$ cat config.mk
export PLATFORM = sky130hd
export DESIGN_NAME = snake_game_ctrl
export DESIGN_NICKNAME = d
export VERILOG_FILES = /design/src/rtl/snake_pkg.sv /design/src/rtl/bcd_score_counter.sv /design/src/rtl/snake_game_ctrl.sv
export SDC_FILE = /design/constraint.sdc
export NUM_CORES = 1
export LEC_CHECK = 0
export CORE_UTILIZATION = 40
export CTS_BUF_LIST = sky130_fd_sc_hd__clkbuf_8
export DETAILED_ROUTE_END_ITERATION = 8
export PLACE_DENSITY_LB_ADDON = 0.15
export RECOVER_POWER = 25
export SYNTH_ARGS = -nofsm -noshare
export SYNTH_HDL_FRONTEND = slang
export SYNTH_SLANG_ARGS = --single-unit
$ cat constraint.sdc
create_clock -name clock -period 2.8 [get_ports clock]
set_input_delay 0.42 -clock clock [delete_from_list [all_inputs] [get_ports clock]]
set_output_delay 0.42 -clock clock [all_outputs]
set_load 0.01 [all_outputs]
$ cat src/rtl/snake_pkg.sv
// Shared encodings for the snake game controller: directions, PS/2 make codes, FSM states.
// Latency: n/a (types, constants and pure functions only).
// Backpressure: n/a.
package snake_pkg;

  typedef enum logic [1:0] {
    DIR_UP    = 2'b00,
    DIR_DOWN  = 2'b01,
    DIR_LEFT  = 2'b10,
    DIR_RIGHT = 2'b11
  } dir_e;

  typedef enum logic [1:0] {
    ST_IDLE = 2'b00,
    ST_RUN  = 2'b01,
    ST_MOVE = 2'b10,
    ST_OVER = 2'b11
  } state_e;

  localparam logic [7:0] KEY_UP    = 8'h1D;
  localparam logic [7:0] KEY_DOWN  = 8'h1B;
  localparam logic [7:0] KEY_LEFT  = 8'h1C;
  localparam logic [7:0] KEY_RIGHT = 8'h23;

  typedef struct packed {
    logic vld;
    dir_e dir;
  } key_dec_t;

  // Map a make code to a direction; vld=0 for codes the game does not use.
  function automatic key_dec_t decode_key(input logic [7:0] code);
    key_dec_t r;
    r.vld = 1'b1;
    r.dir = DIR_RIGHT;
    case (code)
      KEY_UP:    r.dir = DIR_UP;
      KEY_DOWN:  r.dir = DIR_DOWN;
      KEY_LEFT:  r.dir = DIR_LEFT;
      KEY_RIGHT: r.dir = DIR_RIGHT;
      default:   r.vld = 1'b0;
    endcase
    return r;
  endfunction

  // Opposite pairs differ only in bit 0 with this encoding.
  function automatic dir_e opposite(input dir_e d);
    return dir_e'(d ^ 2'b01);
  endfunction

endpackage

$ cat src/rtl/bcd_score_counter.sv
// Three-digit BCD score counter, clear has priority over increment, saturates at 999.
// Latency: 1 cycle from inc_i/clr_i to bcd_o.
// Backpressure: none; every inc_i pulse is applied unless already at 999.
// Ports: clock/reset (sync, active-high), clr_i, inc_i, bcd_o = {hundreds, tens, units}.
module bcd_score_counter (
  input  logic        clock,
  input  logic        reset,
  input  logic        clr_i,
  input  logic        inc_i,
  output logic [11:0] bcd_o
);

  logic [3:0] d0_q, d1_q, d2_q;
  logic [3:0] d0_d, d1_d, d2_d;
  logic       at_max;

  assign at_max = (d2_q == 4'd9) && (d1_q == 4'd9) && (d0_q == 4'd9);

  always_comb begin
    d0_d = d0_q;
    d1_d = d1_q;
    d2_d = d2_q;
    if (clr_i) begin
      d0_d = 4'd0;
      d1_d = 4'd0;
      d2_d = 4'd0;
    end else if (inc_i && !at_max) begin
      if (d0_q != 4'd9) begin
        d0_d = d0_q + 4'd1;
      end else begin
        d0_d = 4'd0;
        if (d1_q != 4'd9) begin
          d1_d = d1_q + 4'd1;
        end else begin
          d1_d = 4'd0;
          d2_d = d2_q + 4'd1;
        end
      end
    end
  end

  always_ff @(posedge clock) begin
    if (reset) begin
      d0_q <= 4'd0;
      d1_q <= 4'd0;
      d2_q <= 4'd0;
    end else begin
      d0_q <= d0_d;
      d1_q <= d1_d;
      d2_q <= d2_d;
    end
  end

  assign bcd_o = {d2_q, d1_q, d0_q};

endmodule

$ cat src/rtl/snake_game_ctrl.sv
// Snake game control: move tick, step handshake to body datapath, direction keys, apple/score.
// Latency: shift_req rises the cycle MOVE is entered (one clock after the tick); outputs registered.
// Backpressure: a step waits in MOVE for shift_done; ticks during MOVE are dropped; apple_req holds to apple_ack.
// Ports: clock/reset; start_n, key_valid/key_code, good_hit/bad_hit in; shift_req/dir/grow + shift_done
//        step handshake; size; apple_req/apple_ack handshake; score_bcd; game_over.
module snake_game_ctrl
  import snake_pkg::*;
#(
  parameter int TICK_DIV  = 4777777,
  parameter int MAX_LEN   = 128,
  parameter int START_LEN = 1
) (
  input  logic        clock,
  input  logic        reset,
  input  logic        start_n,
  input  logic        key_valid,
  input  logic [7:0]  key_code,
  input  logic        good_hit,
  input  logic        bad_hit,
  output logic        shift_req,
  input  logic        shift_done,
  output logic [1:0]  dir,
  output logic        grow,
  output logic [6:0]  size,
  output logic        apple_req,
  input  logic        apple_ack,
  output logic [11:0] score_bcd,
  output logic        game_over
);

  // size is a 7-bit count, so the length ceiling can never exceed 127.
  localparam int              SIZE_MAX  = (MAX_LEN > 127) ? 127 : MAX_LEN;
  localparam logic [6:0]      SIZE_CAP  = 7'(SIZE_MAX);
  localparam logic [6:0]      SIZE_INIT = 7'(START_LEN);
  localparam int              CNT_W     = (TICK_DIV > 1) ? $clog2(TICK_DIV) : 1;
  localparam logic [CNT_W-1:0] CNT_LAST = CNT_W'(TICK_DIV - 1);

  state_e           state_q, state_d;
  logic [CNT_W-1:0] cnt_q, cnt_d;
  dir_e             dir_q, dir_d;
  dir_e             next_dir_q, next_dir_d;
  logic             grow_q, grow_d;
  logic             grow_pend_q, grow_pend_d;
  logic             armed_q, armed_d;
  logic             apple_req_q, apple_req_d;
  logic [6:0]       size_q, size_d;

  key_dec_t key_dec;
  logic     active, tick, start_game, move_entry, move_done, hit_acc;

  always_comb begin
    state_d     = state_q;
    cnt_d       = cnt_q;
    dir_d       = dir_q;
    next_dir_d  = next_dir_q;
    grow_d      = grow_q;
    grow_pend_d = grow_pend_q;
    armed_d     = armed_q;
    apple_req_d = apple_req_q;
    size_d      = size_q;

    key_dec    = decode_key(key_code);
    active     = (state_q == ST_RUN) || (state_q == ST_MOVE);
    tick       = active && (cnt_q == CNT_LAST);
    start_game = (state_q == ST_IDLE) && !start_n;
    move_entry = (state_q == ST_RUN) && tick && !bad_hit;
    move_done  = (state_q == ST_MOVE) && shift_done && !bad_hit;
    // One apple per step: armed at MOVE entry, disarmed by the first accepted hit.
    hit_acc    = active && good_hit && !bad_hit && armed_q;

    case (state_q)
      ST_IDLE: if (!start_n) state_d = ST_RUN;
      ST_RUN: begin
        if (bad_hit)   state_d = ST_OVER;
        else if (tick) state_d = ST_MOVE;
      end
      ST_MOVE: begin
        if (bad_hit)         state_d = ST_OVER;
        else if (shift_done) state_d = ST_RUN;
      end
      ST_OVER: if (!start_n) state_d = ST_IDLE;
      default: state_d = ST_IDLE;
    endcase

    if (active) cnt_d = tick ? '0 : cnt_q + 1'b1;

    if (key_valid && key_dec.vld && (key_dec.dir != opposite(dir_q))) begin
      next_dir_d = key_dec.dir;
    end

    if (hit_acc) armed_d = 1'b0;

    if (move_entry) begin
      // Uses next_dir_d so a key arriving on the entry edge still counts as the last key.
      dir_d       = next_dir_d;
      grow_d      = grow_pend_q && (size_q < SIZE_CAP);
      grow_pend_d = 1'b0;
      armed_d     = 1'b1;
    end else if ((state_q == ST_MOVE) && (state_d != ST_MOVE)) begin
      grow_d = 1'b0;
    end

    // A hit on the entry edge belongs to the following step.
    if (hit_acc) grow_pend_d = 1'b1;

    if (move_done && grow_q && (size_q < SIZE_CAP)) size_d = size_q + 7'd1;

    if (apple_req_q && apple_ack) apple_req_d = 1'b0;
    if (hit_acc)                  apple_req_d = 1'b1;

    if (start_game) begin
      cnt_d       = '0;
      dir_d       = DIR_RIGHT;
      next_dir_d  = DIR_RIGHT;
      grow_d      = 1'b0;
      grow_pend_d = 1'b0;
      armed_d     = 1'b0;
      apple_req_d = 1'b1;
      size_d      = SIZE_INIT;
    end
  end

  always_ff @(posedge clock) begin
    if (reset) begin
      state_q     <= ST_IDLE;
      cnt_q       <= '0;
      dir_q       <= DIR_RIGHT;
      next_dir_q  <= DIR_RIGHT;
      grow_q      <= 1'b0;
      grow_pend_q <= 1'b0;
      armed_q     <= 1'b0;
      apple_req_q <= 1'b0;
      size_q      <= SIZE_INIT;
    end else begin
      state_q     <= state_d;
      cnt_q       <= cnt_d;
      dir_q       <= dir_d;
      next_dir_q  <= next_dir_d;
      grow_q      <= grow_d;
      grow_pend_q <= grow_pend_d;
      armed_q     <= armed_d;
      apple_req_q <= apple_req_d;
      size_q      <= size_d;
    end
  end

  bcd_score_counter u_score (
    .clock (clock),
    .reset (reset),
    .clr_i (start_game),
    .inc_i (hit_acc),
    .bcd_o (score_bcd)
  );

  assign shift_req = (state_q == ST_MOVE);
  assign dir       = dir_q;
  assign grow      = grow_q;
  assign size      = size_q;
  assign apple_req = apple_req_q;
  assign game_over = (state_q == ST_OVER);

endmodule
Yosys cells after proc, flatten, opt, wreduce, memory -nomap -nowiden
Cells that the tools add are included.

operators by class
  reductions and logical operators = 31
  bitwise operators = 3
  muxes and demuxes = 22
  equal/unequal tests = 15
  $lt $le $gt $ge = 1
  add/subtract/negate cells = 5

operators by type and width
  cell                     count
  $eq A8 B5 Y1 const B     3
  $add A23 B1 Y23 const B  1
  $eq A23 B23 Y1 const B   1
  $mux W23                 1
  $logic_and A1 B1 Y1      19
  $mux W2                  7
  $add A4 B1 Y4 const B    3
  $eq A4 B4 Y1 const B     3
  $mux W1                  10
  $eq A8 B6 Y1 const B     1
  $mux W4                  2
  $ne A4 B4 Y1 const B     2
  $pmux W2 S4              1
  $add A7 B1 Y7 const B    1
  $lt A7 B7 Y1 const B     1
  $pmux W2 S3              1
  $eq A2 B2 Y1 const B     2
  $reduce_bool A2 Y1       2
  $reduce_or A4 Y1         1
  $logic_not A1 Y1         3
  $not A1 Y1               3
  $reduce_and A3 Y1        1
  $reduce_bool A3 Y1       1
  $eq A2 B1 Y1 const B     1
  6 further kinds          6

word-level totals
  input port bits = 16
  logic and storage cells = 89
  flip-flop bits (word level) = 52
  output and inout port bits = 25

Longest topological paths before layout
  word-level depth = 10
  mapped depth = 10
  depth with buffers taken out = 8

Modules after synthesis
Synthesis repeated with hierarchy kept, for this count alone.

unflattened totals
  cell total of the unflattened synthesis = 321
  area total of the unflattened synthesis = 2770.2 um^2

modules (own cells, without submodules)
  module             area an instance (um^2)  instances  sequential area each (um^2)  cells each
  snake_game_ctrl    2118.3                   1          800.8                        243
  bcd_score_counter  651.9                    1          240.2                        78

Worst setup path before layout
Ideal clock, no wire load.

  path type = reg2reg
  from = register state_q[0]
  to = register grow_q, in the netlist grow
  setup slack = 594 ps
  data required time = 2727 ps
  buffers on the path = 1
  clock period less this slack = 2206 ps
  setup time = 73 ps
  cell stages (with the launch flop) = 10
  arrival time = 2133 ps
  path through = dfxtp_1 inv_1 ha_1 buf_6 or4b_4 nor3_4 nand2_2 a311oi_2 a31oi_1 nor3_2

between the ends
  word-level cells in the longest chain between the ends = 9
  elaborated cells on any way between the ends = 21
  classes of those cells = eq/ne (4); mux (8); reduce/logical (9)

RTL lines
  item                                                 RTL line                text
  from (decl)                                          snake_game_ctrl.sv:38   state_e state_q, state_d;
  from (signal assigned)                               snake_game_ctrl.sv:135  state_q <= state_d;
  $eq A2 B1 Y1 / $eq A2 B2 Y1 (equally long branches)  n/a
  $logic_or A1 B1 Y1                                   snake_game_ctrl.sv:63   active = (state_q == ST_RUN) || (state_q == ST_MOVE);
  $logic_and A1 B1 Y1                                  snake_game_ctrl.sv:64   tick = active && (cnt_q == CNT_LAST);
  $mux W2                                              snake_game_ctrl.sv:75   else if (tick) state_d = ST_MOVE;
  $mux W2                                              snake_game_ctrl.sv:74   if (bad_hit) state_d = ST_OVER;
  $pmux W2 S4                                          snake_game_ctrl.sv:71   case (state_q)
  $ne A2 B2 Y1                                         snake_game_ctrl.sv:99   end else if ((state_q == ST_MOVE) && (state_d != ST_MOVE)) begin
  $logic_and A1 B1 Y1                                  snake_game_ctrl.sv:99
  $reduce_bool A2 Y1 (no source line)                  n/a
  to (signal assigned)                                 snake_game_ctrl.sv:139  grow_q <= grow_d;
  to (decl)                                            snake_game_ctrl.sv:42   logic grow_q, grow_d;

Several ways; a longest one is shown, not always the timed one.
A chain may end at the register's enable or synchronous reset.

Worst setup path after layout
Same ends and word-level chain as after synthesis.

==> out/metrics.csv <==
stage;metric;value;unit
global_routing;antenna violations before repair;0;
route;Vias;2131;
layout;# diodes;0;
layout;# fillers;602;
timing;Max Freq;398.6;MHz
cts;Worst-Skew Late Latency;0.30;ns
logic_synthesis;register area share after synthesis;40.62;%
logic_synthesis;synthesized flop and latch total;52;
power;Int Power;1.066;mW
cts;cts bufs inserted;5;
power;switch share;22.75;%
power;NetSw;0.3139;mW
route;Antenna Nets Post-Route;0;
placed_design;RD Place Congestion;0.8279;
worst_setup_path;slowest CP cell;or4b_4;
floorplanning;io pins;41;
floorplanning;Die W;82.04;um
cts;# hold bufs at CTS;0;
logic_synthesis;syn_area_per_cell;8.628;um2
cts;clk slew on worst S/H paths;0.09;ns
global_routing;vias in the first global route;1910;
logic_synthesis;Mapped Area;0.002562;mm2
floorplanning;die area;0.006731;mm2
power;PwrDens;435.1;mW/mm2
worst_setup_path;crit-path cells;inv_1, ha_1, or4b_4, nor3_4, nand2_2, a311oi_2, a31oi_1, nor3_2;
power;Max VDD drop;0.0002225;V
logic_synthesis;Synthesized Nets;322;
cts;CTS tree;done;
worst_setup_path;R2R depth;8;
worst_setup_path;Critical Path AT;2.74;ns
logic_synthesis;Post-synth EDFFs;0;
timing;Layout Skew;0.01238;ns
power;Seq pwr share;54.4;%
timing;RSZ-0062 raised after global routing;false;
cts;Resize count post-CTS;0;
placed_design;Port Buffer Count;40;
timing;Final Cycle Share;89.60;%
cts;H-tree depth;2;
power;combinational power share;8.4;%
route;Via-to-Cell Ratio;5.098;
cts;Clock Tree Buf Depth;2;
flow_run;Max Cap Violations;0;
global_routing;largest net degree at the start of global routing;24;
timing;Max Slew Vio Count;0;
logic_synthesis;top_reg_cell synth;dfxtp_1;
route;DRC Markers;0;
outcome;status;finished clean;
route;Avg WL per Cell;12.54;um
global_routing;first-pass GRT wire length;8673;um
worst_setup_path;crit-path max FO;9;
cts;postcts setup bufs;0;
floorplanning;starting density of the core;42.28;%
timing;Final Critical Period;2.509;ns
logic_synthesis;Syn Inst Count;297;
floorplanning;Chip Height;82.04;um
worst_setup_path;Crit Path Class;reg2reg;
timing;Setup Total Neg Slack;0;ns
logic_synthesis;top cells by count, synth;dfxtp_1, nor2_1, xor2_1, nand2_1, a21oi_1;
logic_synthesis;total number of yosys warnings;0;
route;Detailed Routing Iterations Pass 1;4;
cts;CTS root buf;clkbuf_8;
layout;nets;367;
worst_setup_path;Worst Setup Start Kind;flip-flop;
global_routing;grt total ovfl;0;
hold_path;Hold Path Depth;2;
layout;Area Growth Syn to Fin;23.73;%
power;clock share of power;37.1;%
logic_synthesis;most frequent cell after synthesis;dfxtp_1;
logic_synthesis;number of distinct library cells after synthesis;43;
global_routing;total track usage;16.75;%
layout;share of cells above drive strength 1;4.956;%
timing;WHS;0.4722;ns
route;DRT Wirelength;5243;um
floorplanning;# rows;28;
worst_setup_path;worst path required time;3.03;ns
power;Final Power;1.380;mW
placed_design;sum of net half-perimeters after detailed placement;3765;um
worst_setup_path;crit end category;flip-flop;
route;drt first-iter violations;73;
timing;setup violators final;0;
worst_setup_path;CP peak stage delay;0.51;ns
logic_synthesis;largest cells by area after synthesis;dfxtp_1, xor2_1, nor2_1;
logic_synthesis;post-synth top area cell;dfxtp_1;
layout;post-route insts no fill;418;
hold_path;worst hold path type;reg2reg;
power;Leak Pwr;1.180;nW
logic_synthesis;Synth top area share;40.63;%
timing;Worst Tran Pin Value;0.3991;ns
timing;Final Hold Fails;0;
cts;clk sinks;52;
placed_design;placed cells;410;
floorplanning;core area;0.006061;mm2
timing;max_slew headroom;73.30;%
logic_synthesis;fraction of registers with async set/reset;0;%
[routing by layer]
metal  global-route usage (%)  part of all wire [%]  vias to the layer above
met2                    24.46                    40                       49
met5                        0                     0                        -
met1                    23.59                    54                      957
met4                    7.018                   1.2                        0
li1                         -                     -                     1121
met3                    3.556                   4.9                        4
[stage by stage]
step | cell area [um2] | setup WS (ns) | util [%]
finish | 3171 | 0.2912 | 52.31
global placement | 3059 | 0.4171 | 50.47
CTS | 3171 | 0.2973 | 52.31
floorplan | 2562 | 0.5942 | -
detailed placement | 3059 | 0.3324 | 50.47
global route | 3171 | 0.09500 | 52.31
[state kept, by name (all words and copies together) (netlist names)]
| signal | cells |
|---|---|
| grow | 1 |
| apple_req | 1 |
| u_score.d1_q | 4 |
| state_q | 2 |
| cnt_q | 23 |
| size | 7 |
| dir | 2 |
| next_dir_q | 2 |
| u_score.d0_q | 4 |
| u_score.d2_q | 4 |
| armed_q | 1 |
| grow_pend_q | 1 |
[worst max-delay path, delay by kind of cell (launching register included)]
| family | cells | cell delay [ns] |
|---|---|---|
| fa+ha+maj | 1 | 0.45 |
| flops | 1 | 0.44 |
| simple gates | 4 | 0.97 |
| buf+inv | 1 | 0.11 |
| compound gates | 2 | 0.47 |
[cell families (layout without fill, tap and decap cells)]
kind of cell	after synthesis	in the layout	share of synthesized area, %
buffers and inverters	15	61	2.539
flip-flops	52	52	40.63
AND/OR/NAND/NOR	145	145	30.08
AO/OA/AOI/OAI	38	38	9.082
adder cells (fa/ha/maj)	9	9	4.395
XOR/XNOR	32	32	10.94
multiplexers	6	6	2.344
[worst paths after layout]
| check | from | endpoint | slack, ns |
|---|---|---|---|
| max reg2reg | state_q[0]$_SDFF_PP0_ | grow$_SDFFE_PP0P_ | 0.29 |
| min | next_dir_q[1]$_SDFF_PP1_ | next_dir_q[1]$_SDFF_PP1_ | 0.47 |
| min reg2reg | next_dir_q[1]$_SDFF_PP1_ | next_dir_q[1]$_SDFF_PP1_ | 0.47 |
| max | state_q[0]$_SDFF_PP0_ | grow$_SDFFE_PP0P_ | 0.29 |
[power groups by stage]
stage / clock [mW] / combinational, mW / sequential, mW
3_5_place_dp: 0 / 0.117 / 0.768
5_1_grt: 0.563 / 0.128 / 0.752
2_1_floorplan: 0 / 0.0699 / 0.767
3_3_place_gp: 0 / 0.118 / 0.768
6_report: 0.512 / 0.116 / 0.751
4_1_cts: 0.532 / 0.117 / 0.751
[cell type report]
| cell class | instances | area (um2) | area share [%] |
|---|---|---|---|
| multi-input combinational | 230 | 1456 | 45.94 |
| sequential | 52 | 1041 | 32.83 |
| clock inverter | 3 | 42.54 | 1.342 |
| tap | 75 | 93.84 | 2.960 |
| clock buffer | 5 | 68.82 | 2.170 |
| timing repair buffer | 45 | 437.9 | 13.81 |
| inverter | 8 | 30.03 | 0.9471 |
[cells in the final DEF (no fill, tap or decap), types with 3 or more instances in the layout]
cell type	count
clkbuf_8	5
nand4b_1	5
nor2_1	48
dlygate4sd3_1	18
nand4_1	9
buf_4	5
a31oi_1	3
nand3_1	14
mux2i_1	6
inv_1	9
ha_1	9
nor3_1	4
nand2_1	25
dfxtp_1	52
and4_1	4
o21ai_0	10
clkdlybuf4s50_1	22
nor3b_1	3
xor2_1	26
nor2b_1	8
a21oi_1	15
and3_1	6
xnor2_1	6
nand2b_1	4
Power figures use the tool's default switching activity.
